File: src/rtl/prog_loader_pkg.sv
// Shared constants and state encoding for the program-memory loader,
// aligned with the 6-bit PC and the 64-word program memory.
package prog_loader_pkg;

  localparam int ADDR_W         = 6;
  localparam int DEPTH          = 1 << ADDR_W;
  localparam int BYTES_PER_WORD = 2;
  localparam int DATA_W         = 8 * BYTES_PER_WORD;
  localparam int CNT_W          = (BYTES_PER_WORD > 1) ? $clog2(BYTES_PER_WORD) : 1;

  typedef enum logic [1:0] {
    IDLE  = 2'd0,
    LOAD  = 2'd1,
    FLUSH = 2'd2,
    DONE  = 2'd3
  } state_e;

endpackage

File: src/rtl/prog_loader_byte_packer.sv
// Packs bytes big-endian into DATA_W words and emits a registered
// one-cycle word_valid pulse the cycle after the completing byte.
module prog_loader_byte_packer
  import prog_loader_pkg::*;
(
  input  logic              CLK,
  input  logic              RST,
  input  logic              clear,
  input  logic              beat,
  input  logic [7:0]        in_data,
  output logic              last_byte,
  output logic              word_valid,
  output logic [DATA_W-1:0] word
);

  logic [DATA_W-1:0] sreg_q, sreg_d;
  logic [DATA_W-1:0] word_q, word_d;
  logic [CNT_W-1:0]  cnt_q, cnt_d;
  logic              word_valid_q, word_valid_d;
  logic [DATA_W-1:0] shifted;

  assign last_byte  = (cnt_q == CNT_W'(BYTES_PER_WORD - 1));
  assign shifted    = {sreg_q[DATA_W-9:0], in_data};
  assign word_valid = word_valid_q;
  assign word       = word_q;

  always_comb begin
    sreg_d       = sreg_q;
    cnt_d        = cnt_q;
    word_d       = word_q;
    word_valid_d = 1'b0;
    if (clear) begin
      sreg_d = '0;
      cnt_d  = '0;
    end else if (beat) begin
      sreg_d = shifted;
      if (last_byte) begin
        cnt_d        = '0;
        word_d       = shifted;
        word_valid_d = 1'b1;
      end else begin
        cnt_d = cnt_q + CNT_W'(1);
      end
    end
  end

  always_ff @(posedge CLK) begin
    if (RST) begin
      sreg_q       <= '0;
      cnt_q        <= '0;
      word_q       <= '0;
      word_valid_q <= 1'b0;
    end else begin
      sreg_q       <= sreg_d;
      cnt_q        <= cnt_d;
      word_q       <= word_d;
      word_valid_q <= word_valid_d;
    end
  end

endmodule

File: src/rtl/prog_loader.sv
// Loads DEPTH words into program memory from a byte stream while holding
// the CPU in reset. Handshake: a byte moves when in_valid & in_ready at posedge.
module prog_loader
  import prog_loader_pkg::*;
(
  input  logic              CLK,
  input  logic              RST,
  input  logic              start,
  input  logic [7:0]        in_data,
  input  logic              in_valid,
  output logic              in_ready,
  output logic              mem_we,
  output logic [ADDR_W-1:0] mem_addr,
  output logic [DATA_W-1:0] mem_wdata,
  output logic              cpu_hold,
  output logic              busy,
  output logic              done,
  output logic [ADDR_W:0]   words_loaded
);

  state_e            state_q, state_d;
  logic [ADDR_W-1:0] addr_q, addr_d;
  logic [ADDR_W-1:0] mem_addr_q, mem_addr_d;
  logic [ADDR_W:0]   words_loaded_q, words_loaded_d;
  logic              clear;
  logic              beat;
  logic              last_byte;
  logic              word_valid;

  assign in_ready     = (state_q == LOAD);
  assign beat         = in_valid && in_ready;
  assign cpu_hold     = (state_q == LOAD) || (state_q == FLUSH);
  assign busy         = cpu_hold;
  assign done         = (state_q == DONE);
  assign mem_we       = word_valid;
  assign mem_addr     = mem_addr_q;
  assign words_loaded = words_loaded_q;

  prog_loader_byte_packer u_packer (
    .CLK        (CLK),
    .RST        (RST),
    .clear      (clear),
    .beat       (beat),
    .in_data    (in_data),
    .last_byte  (last_byte),
    .word_valid (word_valid),
    .word       (mem_wdata)
  );

  always_comb begin
    state_d        = state_q;
    addr_d         = addr_q;
    mem_addr_d     = mem_addr_q;
    words_loaded_d = words_loaded_q;
    clear          = 1'b0;
    // Counters advance at the end of the write cycle; the last word wraps addr to 0.
    if (word_valid) begin
      addr_d         = addr_q + ADDR_W'(1);
      words_loaded_d = words_loaded_q + (ADDR_W+1)'(1);
    end
    case (state_q)
      IDLE, DONE: begin
        if (start) begin
          state_d        = LOAD;
          clear          = 1'b1;
          addr_d         = '0;
          mem_addr_d     = '0;
          words_loaded_d = '0;
        end
      end
      LOAD: begin
        if (beat && last_byte) begin
          mem_addr_d = addr_q;
          if (addr_q == ADDR_W'(DEPTH - 1)) state_d = FLUSH;
        end
      end
      FLUSH:   state_d = DONE;
      default: state_d = IDLE;
    endcase
  end

  always_ff @(posedge CLK) begin
    if (RST) begin
      state_q        <= IDLE;
      addr_q         <= '0;
      mem_addr_q     <= '0;
      words_loaded_q <= '0;
    end else begin
      state_q        <= state_d;
      addr_q         <= addr_d;
      mem_addr_q     <= mem_addr_d;
      words_loaded_q <= words_loaded_d;
    end
  end

endmodule

File: config.mk
export PLATFORM = sky130hd
export DESIGN_NAME = prog_loader
export DESIGN_NICKNAME = d
export VERILOG_FILES = /design/src/rtl/prog_loader_pkg.sv /design/src/rtl/prog_loader_byte_packer.sv /design/src/rtl/prog_loader.sv
export SDC_FILE = /design/constraint.sdc
export NUM_CORES = 1
export LEC_CHECK = 0
export CAP_MARGIN = 20
export CORE_MARGIN = 4
export CORE_UTILIZATION = 52
export CTS_CLUSTER_DIAMETER = 50
export DETAILED_ROUTE_END_ITERATION = 12
export GPL_ROUTABILITY_DRIVEN = 0
export PLACE_DENSITY = 0.83
export SYNTH_ARGS = -nofsm -noshare
export SYNTH_HDL_FRONTEND = slang
export SYNTH_SLANG_ARGS = --single-unit
File: constraint.sdc
create_clock -name CLK -period 4.4 [get_ports CLK]
set_input_delay 0.66 -clock CLK [delete_from_list [all_inputs] [get_ports CLK]]
set_output_delay 0.66 -clock CLK [all_outputs]
set_load 0.01 [all_outputs]
Word level (Yosys, flattened, before mapping)
Index checks and enable logic that the tools add are counted.
- register bits after elaboration: 47
- bits of input ports: 12
- logic and storage cells: 48
- add/subtract/negate cells: 3
- equal/unequal tests: 7
- multiplexer cells: 17
- bitwise logic cells: 2
- reduce and logical (&&, ||, !) cells: 11
- operators with widths (operator ; number):
    two-way mux 6 bit ; 5
    two-way mux 7 bit ; 3
    case mux 6 bit (2 select lines) ; 1
    AND reduction 3 bit ; 3
    adder 7 x 1 -> 7 bit, second input constant ; 1
    adder 6 x 1 -> 6 bit, second input constant ; 1
    equality test 6 bit, second input constant ; 1
    two-way mux 2 bit ; 3
    case mux 2 bit (3 select lines) ; 1
    equality test 2 bit, second input constant ; 2
    two-way mux 1 bit ; 4
    != test 2 x 1 -> 1 bit, second input constant ; 2
    OR reduction 2 bit ; 2
    OR reduction 3 bit ; 1
    equality test 2 x 1 -> 1 bit, second input constant ; 1
    logical AND 1 bit ; 2
    logical NOT 2 bit ; 1
    != test 2 bit, second input constant ; 1
    NOT 1 bit ; 2
    nonzero test 2 bit ; 1
    adder 1 bit, second input constant ; 1
    logical OR 1 bit ; 1

Depth between registers and ports, before layout
Gate-level depths: netlist (run 1).
- depth after elaboration: 5
- mapped depth: 7
- gate-level depth less buffers: 5

Hierarchy
A second synthesis (run 1) with hierarchy kept.
- cell total of the unflattened synthesis: 204
- area, all modules: 2009.4 um2
- by module, submodules not included (module ; times used ; cells each ; area an instance (um2) ; seq. area each (um2)):
    prog_loader_byte_packer ; 1 ; 103 ; 1078.5 ; 520.5
    prog_loader ; 1 ; 101 ; 930.9 ; 420.4

Worst setup path after synthesis (run 1)
OpenSTA, ideal clock, no wires.
- kind: reg2out
- from: reg state_q[1]
- to: out cpu_hold
- data arrival time: 0.946 ns
- data required time: 3.740 ns
- setup slack: 2.794 ns
- stages on the path, launching flop included: 5
- path buffers: 1
- cells stage by stage: dfxtp_1 > inv_1 > ha_1 > inv_1 > buf_4
- cells in the longest elaborated chain, start to end: 2
- elaborated cells on any way between the ends: 3
- classes of those cells: 2 x eq/ne; 1 x reduce/logical
- RTL lines (item ; line ; text):
    start, declared ; prog_loader.sv:21 ; state_e state_q, state_d;
    start signal, assigned ; prog_loader.sv:89 ; state_q <= state_d;
    equality test 2 x 1 -> 1 bit / equality test 2 bit (equally long branches) ; prog_loader.sv:32 ; assign cpu_hold = (state_q == LOAD) || (state_q == FLUSH);
    logical OR 1 bit (*) ; prog_loader.sv:32 ;
    end, declared ; prog_loader.sv:15 ; output logic cpu_hold,
Mark *: on every way between the ends. The rest lies on a longest branch, timed or not.

Worst setup path in the final report (run 1)
- from: reg state_q[1]
- to: out in_ready
- cells in the longest elaborated chain, start to end: 1
- RTL lines (item ; line ; text):
    equality test 2 x 1 -> 1 bit ; prog_loader.sv:30 ; assign in_ready = (state_q == LOAD);
    end, declared ; prog_loader.sv:11 ; output logic in_ready,
Every way passes these cells.

==> results.sh, run 1 <==
export IMPL_netlist_cell_type_count=31
export IMPL_grt_antenna_before_repair=0
export IMPL_grt_first_pass_wirelength_mm=6.955
export IMPL_synth_compound_area_frac=0.1803
export IMPL_setup_viol=0
export IMPL_fin_worst_skew_ns=0.009501
export IMPL_yosys_warnings=0
export IMPL_final_hpwl_from_detailed_placement_mm=2.815
export IMPL_cts_tree="yes"
export IMPL_hold_slack_ns=0.4648
export IMPL_power_per_cell_area_nw_per_um2=396.4
export IMPL_max_clock_path_buffers=2
export IMPL_synth_cells_most_frequent="47 x dfxtp_1, 28 x a21oi_1, 25 x nand3_1"
export IMPL_floorplan_initialDensity=0.5546
export IMPL_ctsResizeCount=0
export IMPL_antenna_left=0
export IMPL_number_of_search_and_repair_iterations_in_the_first_detailed_routing_pass=4
export IMPL_worst_setup_path_type="register to output pin"
export IMPL_number_of_global_route_vias_before_repair=1584
export IMPL_core_um2=3416
export IMPL_final_setup_tns_ns=0
export IMPL_drv_slew=0
export IMPL_vdd_ir_drop_worst_uv=224.7
export IMPL_placement_rows=21
export IMPL_critPathArrivalTime_ns=1.96
export IMPL_switching_share=0.2776
export IMPL_outcome="completed"
export IMPL_ctsHtreeMaxLevel=2
export IMPL_clock_fmax_mhz=381.2
export IMPL_finalWorstPathRequiredPeriod_ns=2.623
export IMPL_crit_path_max_fanout=17
export IMPL_finalCritPeriodShare=0.5962
export IMPL_post_synth_mux_area_share=0.01057
export IMPL_timing_worst_slew_pin_value_ns=0.8623
export IMPL_grt_remaining_overflow=0
export IMPL_synth_edf_count=0
export IMPL_antenna_cells_inserted=0
export IMPL_via_per_inst=5.570
export IMPL_post_place_cells=285
export IMPL_mappedNetlistNets=224
export IMPL_synth_avg_cell_area_um2=9.107
export IMPL_share_of_final_layout_standard_cells_stronger_than_drive_strength_1=0.05263
export IMPL_synth_largest_area_cell="dfxtp_1"
export IMPL_postCtsSetupBuffers=0
export IMPL_synth_top_family_by_area="simple AND/OR/NAND/NOR gates"
export IMPL_synth_xor_area_frac=0.04161
export IMPL_cell_internal_pwr_w=0.0006925
export IMPL_leakagePower_nw=0.8139
export IMPL_post_layout_util=0.7081
export IMPL_synth_seq_cells=47
export IMPL_drv_cap=0
export IMPL_wl_per_cell_um=14.13
export IMPL_share_clk_of_total_power=0.319
export IMPL_finalNetCount=262
export IMPL_yosys_area_share_simple=0.1915
export IMPL_ctsHoldBuffers=0
export IMPL_timing_critical_path_required_ns=3.74
export IMPL_syn_cell_area_um2=1894
export IMPL_grt_start_max_net_pins=23
export IMPL_detail_route_wirelength_mm=4.141
export IMPL_ios=46
export IMPL_power_switching_w=0.0002662
export IMPL_postSynth_asyncResetShare=0
export IMPL_worst_hold_path_type="register to register"
export IMPL_adder_cell_share_of_the_synthesized_area=0.02642
export IMPL_hold_violations=0
export IMPL_postSynth_topFlopCell="dfxtp_1"
export IMPL_die_w_um=68.36
export IMPL_sequentialPowerShare=0.472
export IMPL_final_cells=293
export IMPL_num_fill_cells=300
export IMPL_remaining_drc_errors=0
export IMPL_cts_reportedPaths_clkPinSlew_ns=0.12
export IMPL_yosysSeqAreaShare=0.4967
export IMPL_slew_headroom=0.4233
export IMPL_startpoint_type="register"
export IMPL_synth_top_area_frac=0.4967
export IMPL_drt_first_iter_violations=124
export IMPL_clkSinkCount=47
export IMPL_route_vias_total=1632
export IMPL_synthToLayoutAreaGrowth_pct=27.68
export IMPL_postSynthCellCount=208
export IMPL_cts_made_buffers=5
export IMPL_die_area_um2=4672
export IMPL_track_usage=0.1970
export IMPL_ctsRootBufferMaster="clkbuf_4"
export IMPL_synthTopCellsByArea="dfxtp_1 50%, a21oi_1 7.4%, nand3_1 6.6%"
export IMPL_timing_critical_path_to_type="output pin"
export IMPL_insertion_delay_of_the_later_clocked_pin_in_the_worst_skew_pair_ns=0.35
export IMPL_synthMostInstantiatedCell="dfxtp_1"
export IMPL_placement_io_buffers=45
export IMPL_power_share_combinational=0.209
export IMPL_dieHeight_um=68.36
export IMPL_rsz0062_at_grt="no"
-- final timing paths --
| check | from | to | slack [ns] | cells past startpoint |
|---|---|---|---|---|
| setup / recovery | state_q[1]$_SDFFE_PP0P_ | in_ready | 1.78 | 3 |
| hold / removal | u_packer.sreg_q[2]$_SDFFE_PP0N_ | u_packer.sreg_q[2]$_SDFFE_PP0N_ | 0.46 | 2 |
| setup reg to reg | state_q[1]$_SDFFE_PP0P_ | u_packer.sreg_q[5]$_SDFFE_PP0N_ | 2.24 | 5 |
| hold reg to reg | u_packer.sreg_q[2]$_SDFFE_PP0N_ | u_packer.sreg_q[2]$_SDFFE_PP0N_ | 0.46 | 2 |
-- cell families (layout without fill, tap and decap cells) --
group | count (synthesis) | after routing
muxes | 2 | 2
and+or+nand+nor | 69 | 69
buffers and inverters | 18 | 57
xor gates and xnor gates | 9 | 9
adders and majority gates | 4 | 4
DFF | 47 | 47
AOI/OAI and AO/OA | 59 | 59
-- critical path, stage by stage (launching register included) --
cell,delay [ns]
dfxtp_1,0.36
inv_1,0.07
ha_1,0.53
clkdlybuf4s50_1,0.66
-- cell usage in the layout (no fill, tap or decap) --
master / instances
a31oi_2: 1
nor3_1: 1
mux2i_1: 2
ha_1: 4
or3_1: 3
nand3_2: 1
nor3b_4: 1
a2111oi_0: 1
clkbuf_1: 1
inv_1: 4
o21ai_0: 20
xnor2_1: 2
a21bo_2: 1
and3_1: 1
or2_2: 1
nand2_1: 15
or2_0: 1
nand2b_1: 2
nand4_4: 1
and2_1: 1
clkbuf_4: 5
a22o_1: 6
a311oi_1: 2
clkdlybuf4s50_1: 45
nor2_1: 12
a21oi_1: 28
xor2_1: 7
nand3_1: 25
bufinv_16: 2
nand4_1: 4
dfxtp_1: 47
-- per-layer routing --
layer | up-vias | wire, um | track usage | part of all wire
met5 | - | 0 | 0 | 0
li1 | 810 | - | - | -
met3 | 8 | 219 | 0.06076 | 0.053
met2 | 39 | 2072 | 0.3466 | 0.50
met4 | 0 | 53 | 0.06452 | 0.013
met1 | 775 | 1795 | 0.2254 | 0.43
-- area by class of cell --
cell class                 instances  area (um2)  area share
clock buffer                       6       41.29     0.01707
clock inverter                     2       60.06     0.02483
inverter                           4       15.01    0.006208
multi-input combinational        143       853.3      0.3528
sequential                        47       940.9      0.3890
tap                               46       57.56     0.02380
timing repair buffer              45       450.4      0.1862
-- metrics by stage --
| step | instance area [um2] | worst slack (ns) | power [W] |
|---|---|---|---|
| 3_3_place_gp | 2317 | 1.775 | 0.0006539 |
| 3_5_place_dp | 2317 | 1.708 | 0.0006592 |
| 6_report | 2419 | 1.777 | 0.0009587 |
| 4_1_cts | 2419 | 1.782 | 0.0009644 |
| 5_1_grt | 2419 | 1.705 | 0.001004 |
| 2_1_floorplan | 1894 | 2.794 | 0.0005992 |
-- registers in the layout, summed over array words and instances, names as in the netlist --
| register | cells |
|---|---|
| addr_q | 6 |
| mem_addr | 6 |
| state_q | 2 |
| u_packer.last_byte | 1 |
| u_packer.sreg_q | 8 |
| u_packer.word | 16 |
| u_packer.word_valid | 1 |
| words_loaded | 7 |
-- power groups by stage --
stage | clock network, W | logic (W) | registers, W
3_5_place_dp | 0 | 0.000197 | 0.000462
6_report | 0.000306 | 0.000200 | 0.000452
4_1_cts | 0.000312 | 0.000200 | 0.000452
2_1_floorplan | 0 | 0.000140 | 0.000459
3_3_place_gp | 0 | 0.000193 | 0.000461
5_1_grt | 0.000330 | 0.000220 | 0.000454
Power figures use the tool's default switching activity.
==> run 2: changes to the inputs <==
Settings changed: CORE_UTILIZATION 52 to 48, PLACE_DENSITY 0.83 to 0.78.
Clock period 4.4 ns to 2.6 ns, I/O delays scaled along.
==> run 2 against run 1 <==
  * Via count shrank 0.86%
  * Hold slack improved by 0.0015 ns
  * Clock power grew 42%
  * Sequential share of layout area is 0.30 points lower
  * Sequential power rose by 69%
  * Setup slack worse by 1.3 ns
  * Routed wire length shrank 0.22%
  * First-iteration DRC count decreased by 40%
  * Die area up 7.3%
  * Highest routed layer unchanged
==> results.sh, run 2 (synthesized netlist as in run 1, its figures left out) <==
export IMPL_ctsRootBufferMaster="clkbuf_8"
export IMPL_drv_slew=0
export IMPL_rsz0062_at_grt="no"
export IMPL_mostFrequentLayoutCells="47 x dfxtp_1, 45 x clkdlybuf4s50_1, 28 x a21oi_1"
export IMPL_insertion_delay_of_the_later_clocked_pin_in_the_worst_skew_pair_ns=0.30
export IMPL_remaining_drc_errors=0
export IMPL_placement_rows=22
export IMPL_hold_violations=0
export IMPL_dpl_worst_slack_ns=0.5218
export IMPL_cpPeakStageDelay_ns=0.54
export IMPL_max_clock_path_buffers=2
export IMPL_via_per_inst=5.430
export IMPL_timing_final_ws_setup_ns=0.5212
export IMPL_worst_hold_path_type="register to register"
export IMPL_grt_start_max_net_pins=23
export IMPL_setup_viol=0
export IMPL_antenna_cells_inserted=0
export IMPL_die_w_um=70.82
export IMPL_cts_made_buffers=5
export IMPL_finalCritPeriodShare=0.7995
export IMPL_detail_route_wirelength_mm=4.132
export IMPL_post_layout_util=0.6511
export IMPL_path_cells="inv_1, ha_1, inv_1, clkdlybuf4s50_1"
export IMPL_antenna_left=0
export IMPL_critPathBufInv=3
export IMPL_grt_first_pass_wirelength_mm=6.872
export IMPL_grt_antenna_before_repair=0
export IMPL_clkSinkCount=47
export IMPL_crit_slowest_cell="clkdlybuf4s50_1"
export IMPL_floorplan_initialDensity=0.5060
export IMPL_route_vias_total=1618
export IMPL_layout_commonest_cell="dfxtp_1"
export IMPL_timing_critical_path_required_ns=2.21
export IMPL_critPathArrivalTime_ns=1.69
export IMPL_clock_fmax_mhz=481.1
export IMPL_number_of_search_and_repair_iterations_in_the_first_detailed_routing_pass=4
export IMPL_post_place_cells=291
export IMPL_crit_top_cell="inv_1"
export IMPL_largest_register_ff_count=16
export IMPL_final_design_area_no_fill_um2=2437
export IMPL_timing_worst_slew_pin_value_ns=0.5630
export IMPL_crit_path_max_fanout=5
export IMPL_finalNetCount=266
export IMPL_worst_path_dominant_cell_family="buffers and inverters"
export IMPL_cts_reportedPaths_clkPinSlew_ns=0.08
export IMPL_startpoint_type="register"
export IMPL_ctsHoldBuffers=0
export IMPL_wl_per_cell_um=13.87
export IMPL_final_setup_tns_ns=0
export IMPL_slew_headroom=0.6237
export IMPL_drt_first_iter_violations=74
export IMPL_final_hpwl_from_detailed_placement_mm=2.938
export IMPL_track_usage=0.1706
export IMPL_fin_worst_skew_ns=0.006207
export IMPL_leakagePower_nw=0.8278
export IMPL_grt_remaining_overflow=0
export IMPL_ios=46
export IMPL_number_of_global_route_vias_before_repair=1493
export IMPL_finalWorstPathRequiredPeriod_ns=2.079
export IMPL_vdd_ir_drop_worst_uv=457.8
export IMPL_drv_cap=0
export IMPL_power_per_cell_area_nw_per_um2=633.4
export IMPL_dieHeight_um=70.82
export IMPL_placement_io_buffers=45
export IMPL_ctsResizeCount=0
export IMPL_worst_setup_path_type="register to output pin"
export IMPL_outcome="completed"
export IMPL_share_of_final_layout_standard_cells_stronger_than_drive_strength_1=0.06800
export IMPL_final_cells=298
export IMPL_ctsHtreeMaxLevel=2
export IMPL_timing_critical_path_to_type="output pin"
export IMPL_die_area_um2=5015
export IMPL_core_um2=3744
export IMPL_postCtsSetupBuffers=0
export IMPL_cts_tree="yes"
export IMPL_synthToLayoutAreaGrowth_pct=28.67
export IMPL_post_dp_cell_area_um2=2350
run 2: changes by cell type in the layout (fill, tap and decap cells not counted):
cell	before	now
clkbuf_1	1	0
clkinv_2	0	1
clkbuf_4	5	0
bufinv_16	2	0
clkbuf_8	0	6
buf_4	0	4
run 2: final cells by class:
type                            instances  area [um2]
Fill cell                             364        1306
Sequential cell                        47       940.9
Multi-Input combinational cell        143       853.3
Timing Repair Buffer                   49       480.5
Clock buffer                            6       82.58
Tap cell                               48       60.06
Inverter                                4       15.01
Clock inverter                          1       5.005
run 2: per-layer routing:
| metal | wire length [um] | GRT usage | up-vias |
|---|---|---|---|
| met4 | 26 | 0.05637 | 0 |
| met5 | 0 | 0 | - |
| met1 | 1844 | 0.2130 | 756 |
| met3 | 226 | 0.05398 | 4 |
| met2 | 2034 | 0.2791 | 44 |
| li1 | - | - | 814 |
run 2: path summary, 6_finish.rpt:
| check | slack (ns) | start | cells past startpoint | endpoint |
|---|---|---|---|---|
| max | 0.52 | state_q[1]$_SDFFE_PP0P_ | 4 | cpu_hold |
| min | 0.47 | u_packer.sreg_q[5]$_SDFFE_PP0N_ | 2 | u_packer.sreg_q[5]$_SDFFE_PP0N_ |
| max reg2reg | 0.82 | state_q[1]$_SDFFE_PP0P_ | 6 | u_packer.sreg_q[7]$_SDFFE_PP0N_ |
| min reg2reg | 0.47 | u_packer.sreg_q[5]$_SDFFE_PP0N_ | 2 | u_packer.sreg_q[5]$_SDFFE_PP0N_ |
run 2: where the power goes:
group          total, W  switching [W]  internal, W
Combinational  0.000345       0.000207     0.000138
Clock          0.000433       0.000225     0.000209
Sequential     0.000765      0.0000214     0.000744
Total           0.00154       0.000453      0.00109
run 2: worst reg2reg max path, stage by stage, from the launching register on:
cell      delay [ns]
dfxtp_1         0.37
inv_1           0.06
ha_1            0.34
nand2_1         0.36
nand2b_1        0.19
buf_4           0.26
a21oi_1         0.08
run 2: per-stage QoR:
stage          total power (W)  hold slack (ns)
3_5_place_dp          0.001128           0.4544
5_1_grt               0.001625           0.4856
3_3_place_gp          0.001122           0.4483
6_report              0.001544           0.4662
2_1_floorplan         0.001014           0.4366
4_1_cts               0.001560           0.4670
